### src/rtl/ctrl_core_ext.sv
// rtl/ctrl_core_ext.sv - Sat Engine run sequencer: BCP/decision/analysis/backtrack with limits, watchdog and stats
module ctrl_core_ext #(
    parameter int WIDTH_BIN_ID  = 10,
    parameter int WIDTH_LVL     = 16,
    parameter int WIDTH_CNT     = 16,
    parameter int MAX_CONFLICTS = 0,
    parameter int TIMEOUT_CYC   = 0
) (
    input  logic                    clk,
    input  logic                    rst,
    input  logic                    start_core_i,
    input  logic                    abort_i,
    output logic                    done_core_o,
    output logic                    apply_imply_o,
    input  logic                    done_imply_i,
    input  logic                    conflict_i,
    output logic                    start_decision_o,
    input  logic                    done_decision_i,
    input  logic [WIDTH_LVL-1:0]    cur_lvl_i,
    input  logic                    all_c_is_sat_i,
    output logic                    apply_analyze_o,
    input  logic                    done_analyze_i,
    input  logic [WIDTH_BIN_ID-1:0] bkt_bin_num_i,
    output logic                    apply_bkt_cur_bin_o,
    input  logic                    done_bkt_cur_bin_i,
    input  logic [WIDTH_LVL-1:0]    cur_bin_num_i,
    output logic                    sat_o,
    output logic                    unsat_o,
    output logic [2:0]              status_o,
    output logic [WIDTH_CNT-1:0]    conflict_cnt_o,
    output logic [WIDTH_CNT-1:0]    decision_cnt_o,
    output logic [WIDTH_LVL-1:0]    max_lvl_o
);
    localparam int WIDTH_CMP = (WIDTH_BIN_ID > WIDTH_LVL) ? WIDTH_BIN_ID : WIDTH_LVL;

    localparam logic [2:0] ST_NONE      = 3'd0;
    localparam logic [2:0] ST_SAT       = 3'd1;
    localparam logic [2:0] ST_BKT_OTHER = 3'd2;
    localparam logic [2:0] ST_CONF_LIM  = 3'd3;
    localparam logic [2:0] ST_TIMEOUT   = 3'd4;
    localparam logic [2:0] ST_ABORT     = 3'd5;

    typedef enum logic [2:0] {
        S_IDLE, S_BCP, S_DECISION, S_ANALYSIS, S_BKT, S_DONE
    } state_t;

    state_t               state, state_nxt;
    logic [2:0]           status_nxt;
    logic [31:0]          phase_cnt;
    logic [WIDTH_CNT-1:0] conflict_inc, decision_inc;
    logic                 phase_active, conflict_at_limit, timed_out, bin_match;
    logic                 entering, accepted_start;

    assign conflict_inc = (conflict_cnt_o == '1) ? conflict_cnt_o : conflict_cnt_o + WIDTH_CNT'(1);
    assign decision_inc = (decision_cnt_o == '1) ? decision_cnt_o : decision_cnt_o + WIDTH_CNT'(1);
    assign conflict_at_limit = (MAX_CONFLICTS != 0) && (32'(conflict_inc) == 32'(MAX_CONFLICTS));
    assign timed_out = (TIMEOUT_CYC != 0) && (phase_cnt == 32'(TIMEOUT_CYC - 1));
    assign bin_match = (WIDTH_CMP'(bkt_bin_num_i) == WIDTH_CMP'(cur_bin_num_i));
    assign phase_active = (state == S_BCP) || (state == S_DECISION) ||
                          (state == S_ANALYSIS) || (state == S_BKT);
    assign entering = (state_nxt != state);
    assign accepted_start = (state == S_IDLE) && start_core_i;

    always_comb begin
        state_nxt  = state;
        status_nxt = ST_NONE;
        case (state)
            S_IDLE: if (start_core_i) state_nxt = S_BCP;
            S_BCP: if (done_imply_i) begin
                if (!conflict_i) state_nxt = S_DECISION;
                else if (conflict_at_limit) begin
                    state_nxt  = S_DONE;
                    status_nxt = ST_CONF_LIM;
                end else state_nxt = S_ANALYSIS;
            end
            S_DECISION: if (done_decision_i) begin
                if (all_c_is_sat_i) begin
                    state_nxt  = S_DONE;
                    status_nxt = ST_SAT;
                end else state_nxt = S_BCP;
            end
            S_ANALYSIS: if (done_analyze_i) begin
                if (bin_match) state_nxt = S_BKT;
                else begin
                    state_nxt  = S_DONE;
                    status_nxt = ST_BKT_OTHER;
                end
            end
            S_BKT: if (done_bkt_cur_bin_i) state_nxt = S_DECISION;
            S_DONE: state_nxt = S_IDLE;
            default: state_nxt = S_IDLE;
        endcase
        // A done in the last allowed cycle already moved state_nxt, so it beats the watchdog.
        if (phase_active && timed_out && (state_nxt == state)) begin
            state_nxt  = S_DONE;
            status_nxt = ST_TIMEOUT;
        end
        if (phase_active && abort_i) begin
            state_nxt  = S_DONE;
            status_nxt = ST_ABORT;
        end
    end

    always_ff @(posedge clk or negedge rst) begin
        if (!rst) begin
            state               <= S_IDLE;
            phase_cnt           <= '0;
            done_core_o         <= 1'b0;
            apply_imply_o       <= 1'b0;
            start_decision_o    <= 1'b0;
            apply_analyze_o     <= 1'b0;
            apply_bkt_cur_bin_o <= 1'b0;
            sat_o               <= 1'b0;
            unsat_o             <= 1'b0;
            status_o            <= ST_NONE;
            conflict_cnt_o      <= '0;
            decision_cnt_o      <= '0;
            max_lvl_o           <= '0;
        end else begin
            state               <= state_nxt;
            phase_cnt           <= entering ? '0 : phase_cnt + 32'd1;
            apply_imply_o       <= entering && (state_nxt == S_BCP);
            start_decision_o    <= entering && (state_nxt == S_DECISION);
            apply_analyze_o     <= entering && (state_nxt == S_ANALYSIS);
            apply_bkt_cur_bin_o <= entering && (state_nxt == S_BKT);
            if (accepted_start) begin
                done_core_o    <= 1'b0;
                sat_o          <= 1'b0;
                unsat_o        <= 1'b0;
                status_o       <= ST_NONE;
                conflict_cnt_o <= '0;
                decision_cnt_o <= '0;
                max_lvl_o      <= '0;
            end
            // Abort preempts the done it coincides with, statistics included.
            if (state == S_BCP && done_imply_i && conflict_i && !abort_i)
                conflict_cnt_o <= conflict_inc;
            if (state == S_DECISION && done_decision_i && !abort_i) begin
                decision_cnt_o <= decision_inc;
                if (cur_lvl_i > max_lvl_o) max_lvl_o <= cur_lvl_i;
            end
            if (entering && state_nxt == S_DONE) begin
                done_core_o <= 1'b1;
                status_o    <= status_nxt;
                sat_o       <= (status_nxt == ST_SAT);
                unsat_o     <= (status_nxt != ST_SAT);
            end
        end
    end
endmodule
### config.mk
export PLATFORM = sky130hd
export DESIGN_NAME = ctrl_core_ext
export DESIGN_NICKNAME = d
export VERILOG_FILES = /design/src/rtl/ctrl_core_ext.sv
export SDC_FILE = /design/constraint.sdc
export NUM_CORES = 1
export LEC_CHECK = 0
export BUFFER_PORTS_ARGS = -buffer_cell sky130_fd_sc_hd__buf_4
export CORE_UTILIZATION = 48
export CTS_BUF_LIST = sky130_fd_sc_hd__clkbuf_4
export CTS_CLUSTER_DIAMETER = 40
export CTS_CLUSTER_SIZE = 8
export DETAILED_ROUTE_END_ITERATION = 6
export PLACE_DENSITY_LB_ADDON = 0.1
export SLEW_MARGIN = 0
export SYNTH_ARGS = -nofsm -noshare
export SYNTH_HDL_FRONTEND = slang
export SYNTH_SLANG_ARGS = --single-unit
### constraint.sdc
create_clock -name clk -period 2.11 [get_ports clk]
set_input_delay 0.422 -clock clk [delete_from_list [all_inputs] [get_ports clk]]
set_output_delay 0.422 -clock clk [all_outputs]
set_load 0.02 [all_outputs]
# Word-level counts from Yosys, hierarchy flattened
# Cells that the tools add are included.
[word_totals]
ff_bits = 61
input_bits = 52
output_inout_bits = 58
word_cells = 84
[classes]
add_sub_neg = 2
order_cmp = 1
eq_ne = 17
mux = 30
n_reduce_logical = 22
[ops]
columns = ["cell", "n"]
rows = [
  ["$mux W16", 8],
  ["$add A16 B1 Y16 const B", 2],
  ["$eq A16 B16 Y1 const B", 2],
  ["$mux W3", 10],
  ["$eq A10 B16 Y1", 1],
  ["$gt A16 B16 Y1", 1],
  ["$pmux W3 S5", 1],
  ["$eq A3 B2 Y1 const B", 4],
  ["$logic_and A1 B1 Y1", 12],
  ["$eq A3 B1 Y1 const B", 3],
  ["$eq A3 B3 Y1 const B", 3],
  ["$mux W1", 8],
  ["$pmux W3 S2", 1],
  ["$reduce_bool A2 Y1", 3],
  ["$mux W2", 2],
  ["$ne A2 B2 Y1 const B", 2],
  ["$reduce_and A2 Y1", 2],
  ["$logic_not A3 Y1", 1],
  ["$logic_or A1 B1 Y1", 3],
  ["$ne A3 B1 Y1 const B", 1],
  ["$ne A3 B3 Y1", 1],
  ["$logic_not A1 Y1", 1],
]

# Depth between registers and ports, before layout
[depth]
word_depth = 9
ltp_mapped = 9
depth_no_buf = 8

# Worst setup path before layout
# Ideal clock, no wire load.
[synth_timing]
path_kind = "flip-flop to flip-flop"
startpoint = "reg max_lvl_o[11]"
endpoint = "reg max_lvl_o[10]"
setup_ps = 125
arrival_ps = 2360
t_required_ps = 1985
setup_slack_ps = -375
stages_incl_launch_ff = 10
path_buffers = 1
synth_period_minus_slack_ps = 2485
cell_sequence = "dfrtp_1 inv_1 ha_1 a2111oi_0 o21ai_1 o21a_1 o311a_1 o21ai_4 buf_8 mux2_4"
[synth_via]
elab_chain_cells = 3
[synth_lines]
columns = ["element", "line", "text"]
rows = [
  ["from (decl)", "32", "output logic [WIDTH_LVL-1:0] max_lvl_o"],
  ["from (signal assigned)", "140", "if (cur_lvl_i > max_lvl_o) max_lvl_o <= cur_lvl_i;"],
  ["$gt A16 B16 Y1", "140", ""],
  ["$mux W16", "140", ""],
  ["$mux W16", "138", "if (state == S_DECISION && done_decision_i && !abort_i) begin"],
]
# Every way passes these cells.
# A chain may end at the register's enable or synchronous reset.

# Worst setup path after layout
[layout_timing]
startpoint = "reg max_lvl_o[10]"
endpoint = "reg max_lvl_o[3]"
# Same word-level chain as after synthesis.

==> results.json <==
{
  "status": "finished with violations",
  "violations": "negative hold slack, negative setup slack",
  "end_kind": "flip-flop",
  "setup_viol": 16,
  "synth_edf_count": 0,
  "grt_pass1_vias": 3441,
  "crit_chain": "inv_1 -> ha_2 -> a2111oi_4 -> o21ai_1 -> o21a_1 -> o311a_1 -> o21ai_4 -> buf_6 -> mux2_4",
  "cts_sinks": 61,
  "crit_type": "reg2reg",
  "synth-seq-cells": 61,
  "combPwrFrac_pct": 46.3,
  "cp.arrival_ns": 2.62,
  "post-place-ws_ns": -0.4417,
  "core_sq_um": 7292,
  "grt-ovfl-total": 0,
  "cts_hold_buf": 0,
  "root_buffer": "clkbuf_4",
  "final_common_cell": "buf_4",
  "min_period_ns": 2.336,
  "synth_cell_type_count": 61,
  "synth_top_area_cell": "dfrtp_1",
  "cp.buffers_inverters": 2,
  "min_path_type": "in2async",
  "io_buffers": 109,
  "p_total_uw": 4200,
  "critPathLaunchType": "flip-flop",
  "fin_crit_sh_pct": 110.7,
  "vdd_drop_max_v": 0.0006352,
  "synth_top_cell_area_share_pct": 41.75,
  "syn_area_sq_um": 3656,
  "layout_setup_ws_ns": -0.2263,
  "gp_congestion": 0.8518,
  "slew_viol_final": 0,
  "cpLargestDelayFamily": "compound AO/OA/AOI/OAI gates",
  "cts.reportedPaths.clkPinSlew_ns": 0.11,
  "cp.required_ns": 2.39,
  "dr.pass1.iters": 4,
  "postRouteAntennaNets": 0,
  "htree_num_levels": 3,
  "synthCells": 376,
  "routed_wl_microns": 9900,
  "synth.area.top_cells": "dfrtp_1 (42%), ha_1 (6.2%), nor2_1 (3.9%)",
  "clock_skew_ns": 0.01765,
  "relSlewSlack_pct": 63.34,
  "cts_tree": "yes",
  "vias_per_cell": 5.502,
  "max_stage_delay_ns": 0.40,
  "routedWlPerCell_microns": 15.16,
  "synth_ff_type": "dfrtp_1",
  "final_nets": 620,
  "layout-drive-gt1-share_pct": 41.34,
  "tightest_slew_ns": 0.5499,
  "initial_core_util_pct": 50.14,
  "drcViolationCount": 0,
  "worst_skew_pair.late_latency_ns": 0.40,
  "whs_ns": -0.0001263,
  "clk_path_buf_depth": 2,
  "power.leakage_uw": 0.002639,
  "final_cell_mix": "buf_4 (168), dfrtp_1 (57), nor2_1 (38)",
  "grt_antenna_before_repair": 0,
  "numCtsBuffers": 9,
  "die_area_sq_um": 7970,
  "path_max_fanout": 5,
  "grt_pass1_wl_microns": 15900,
  "dr_total_vias": 3593,
  "grt_use_total_pct": 26.14,
  "io_pins": 110,
  "syn_to_final_growth_pct": 44.63,
  "synth_area_per_cell_sq_um": 9.723,
  "p_sw_share_pct": 37.69,
  "ys_seq_area_share_pct": 41.75,
  "grt_max_degree": 41,
  "hold_viol": 1,
  "n_antenna_cell": 0,
  "die_h_microns": 89.28,
  "pwr-share-seq_pct": 35.1,
  "yosysWarnings": 0,
  "intPower_uw": 2617,
  "maxCapViolCount": 0,
  "die_w_microns": 89.28,
  "rsz0062_at_grt": "yes",
  "slowest_stage": "dfrtp_1",
  "switchingPower_uw": 1583,
  "power_frac_clock_pct": 18.6,
  "async_flop_share_pct": 100.0,
  "timing.fmax_mhz": 428.0,
  "p_per_area_nw_per_um2": 794.2,
  "drt_iter0_markers": 121,
  "syn-num-nets": 446,
  "core.rowCount": 31,
  "dp.final_hpwl_microns": 7383
}
## worst paths after layout
check | slack [ns] | cells after the start | start | endpoint
max | -0.23 | 9 | max_lvl_o[10] | max_lvl_o[3]
min | -0.0001 | 1 | rst | decision_cnt_o[7]
max reg2reg | -0.23 | 9 | max_lvl_o[10] | max_lvl_o[3]
min reg2reg | 0.51 | 1 | decision_cnt_o[13] | decision_cnt_o[13]
max in group asynchronous | 1.59 | 2 | rst | state[0]
min in group clk | 0.25 | 2 | all_c_is_sat_i | unsat_o
## sequential cells by signal (all words and copies together), names as in the netlist
register             flops
decision_cnt_o          16
start_decision_o         1
max_lvl_o               16
state                    3
done_core_o              1
conflict_cnt_o          16
apply_imply_o            1
unsat_o                  1
apply_bkt_cur_bin_o      1
sat_o                    1
apply_analyze_o          1
status_o                 3
## what timing repair did
item / 4_1_cts / 5_1_grt
gates cloned: 0 / 0
pin swaps: 5 / 4
setup endpoints to repair: 23 / 21
buffers inserted: 2 / 6
gates resized for setup: 15 / 8
## synth_stat cells, types with 4 or more instances
master / number
o21ai_0: 19
clkbuf_1: 6
o31ai_1: 4
nand4_1: 14
and3_1: 8
mux2i_1: 5
inv_1: 19
xnor2_1: 11
xor2_1: 11
nand3_1: 21
a21oi_1: 9
a211oi_1: 6
nand2_1: 31
nor2_1: 38
and2_1: 4
dfrtp_1: 61
mux2_2: 6
ha_1: 18
mux2_4: 9
and4_1: 5
nor3_1: 6
nor4_1: 5
## power groups by stage
| stage | clock network, uW | registers [uW] | logic, uW |
|---|---|---|---|
| after floorplan | 0 | 1620 | 843 |
| after global placement | 0 | 1490 | 1740 |
| after detailed placement | 0 | 1500 | 1790 |
| after CTS | 797 | 1480 | 1840 |
| after global routing | 856 | 1490 | 2110 |
| final | 780 | 1470 | 1950 |
## cell families after synthesis
| family | Yosys count | share of synthesized area, % |
|---|---|---|
| compound gates | 74 | 15.02 |
| xor+xnor | 22 | 5.270 |
| fa+ha+maj | 18 | 6.160 |
| buf+inv | 32 | 4.072 |
| flops | 61 | 41.75 |
| mux | 20 | 6.913 |
| simple gates | 149 | 20.81 |
## through the flow
stage	cell area [sq um]	TNS, ns	cells	hold WS, ns	util, %
after CTS	5205	-2.597	647	0.0008437	71.38
after floorplan	3690	-4.469	376	0.1264	-
after global routing	5288	-4.529	653	0.01809	72.51
final	5288	-3.090	653	-0.0001263	72.51
after global placement	5019	-5.990	630	0.4408	68.82
after detailed placement	5019	-6.875	630	0.4489	68.82
## routing by layer
layer / part of all wire, % / track usage [%] / vias to the layer above / routed length, microns
met1: 44 / 34.31 / 1742 / 4402
li1: - / - / 1728 / -
met3: 4.1 / 3.970 / 17 / 406
met4: 1.7 / 10.39 / 0 / 166
met2: 50 / 43.51 / 106 / 4925
met5: 0 / 0 / - / 0
## final cells by class
cell class              instances  area, sq um
well taps                      99        123.9
fillers                       586         2004
repair buffers                175         1354
flip-flops and latches         61         1531
clock inverters                 6        55.05
inverters                      20        75.07
clock buffers                   9        67.56
multi-input cells             283         2081
Power figures use the tool's default switching activity.
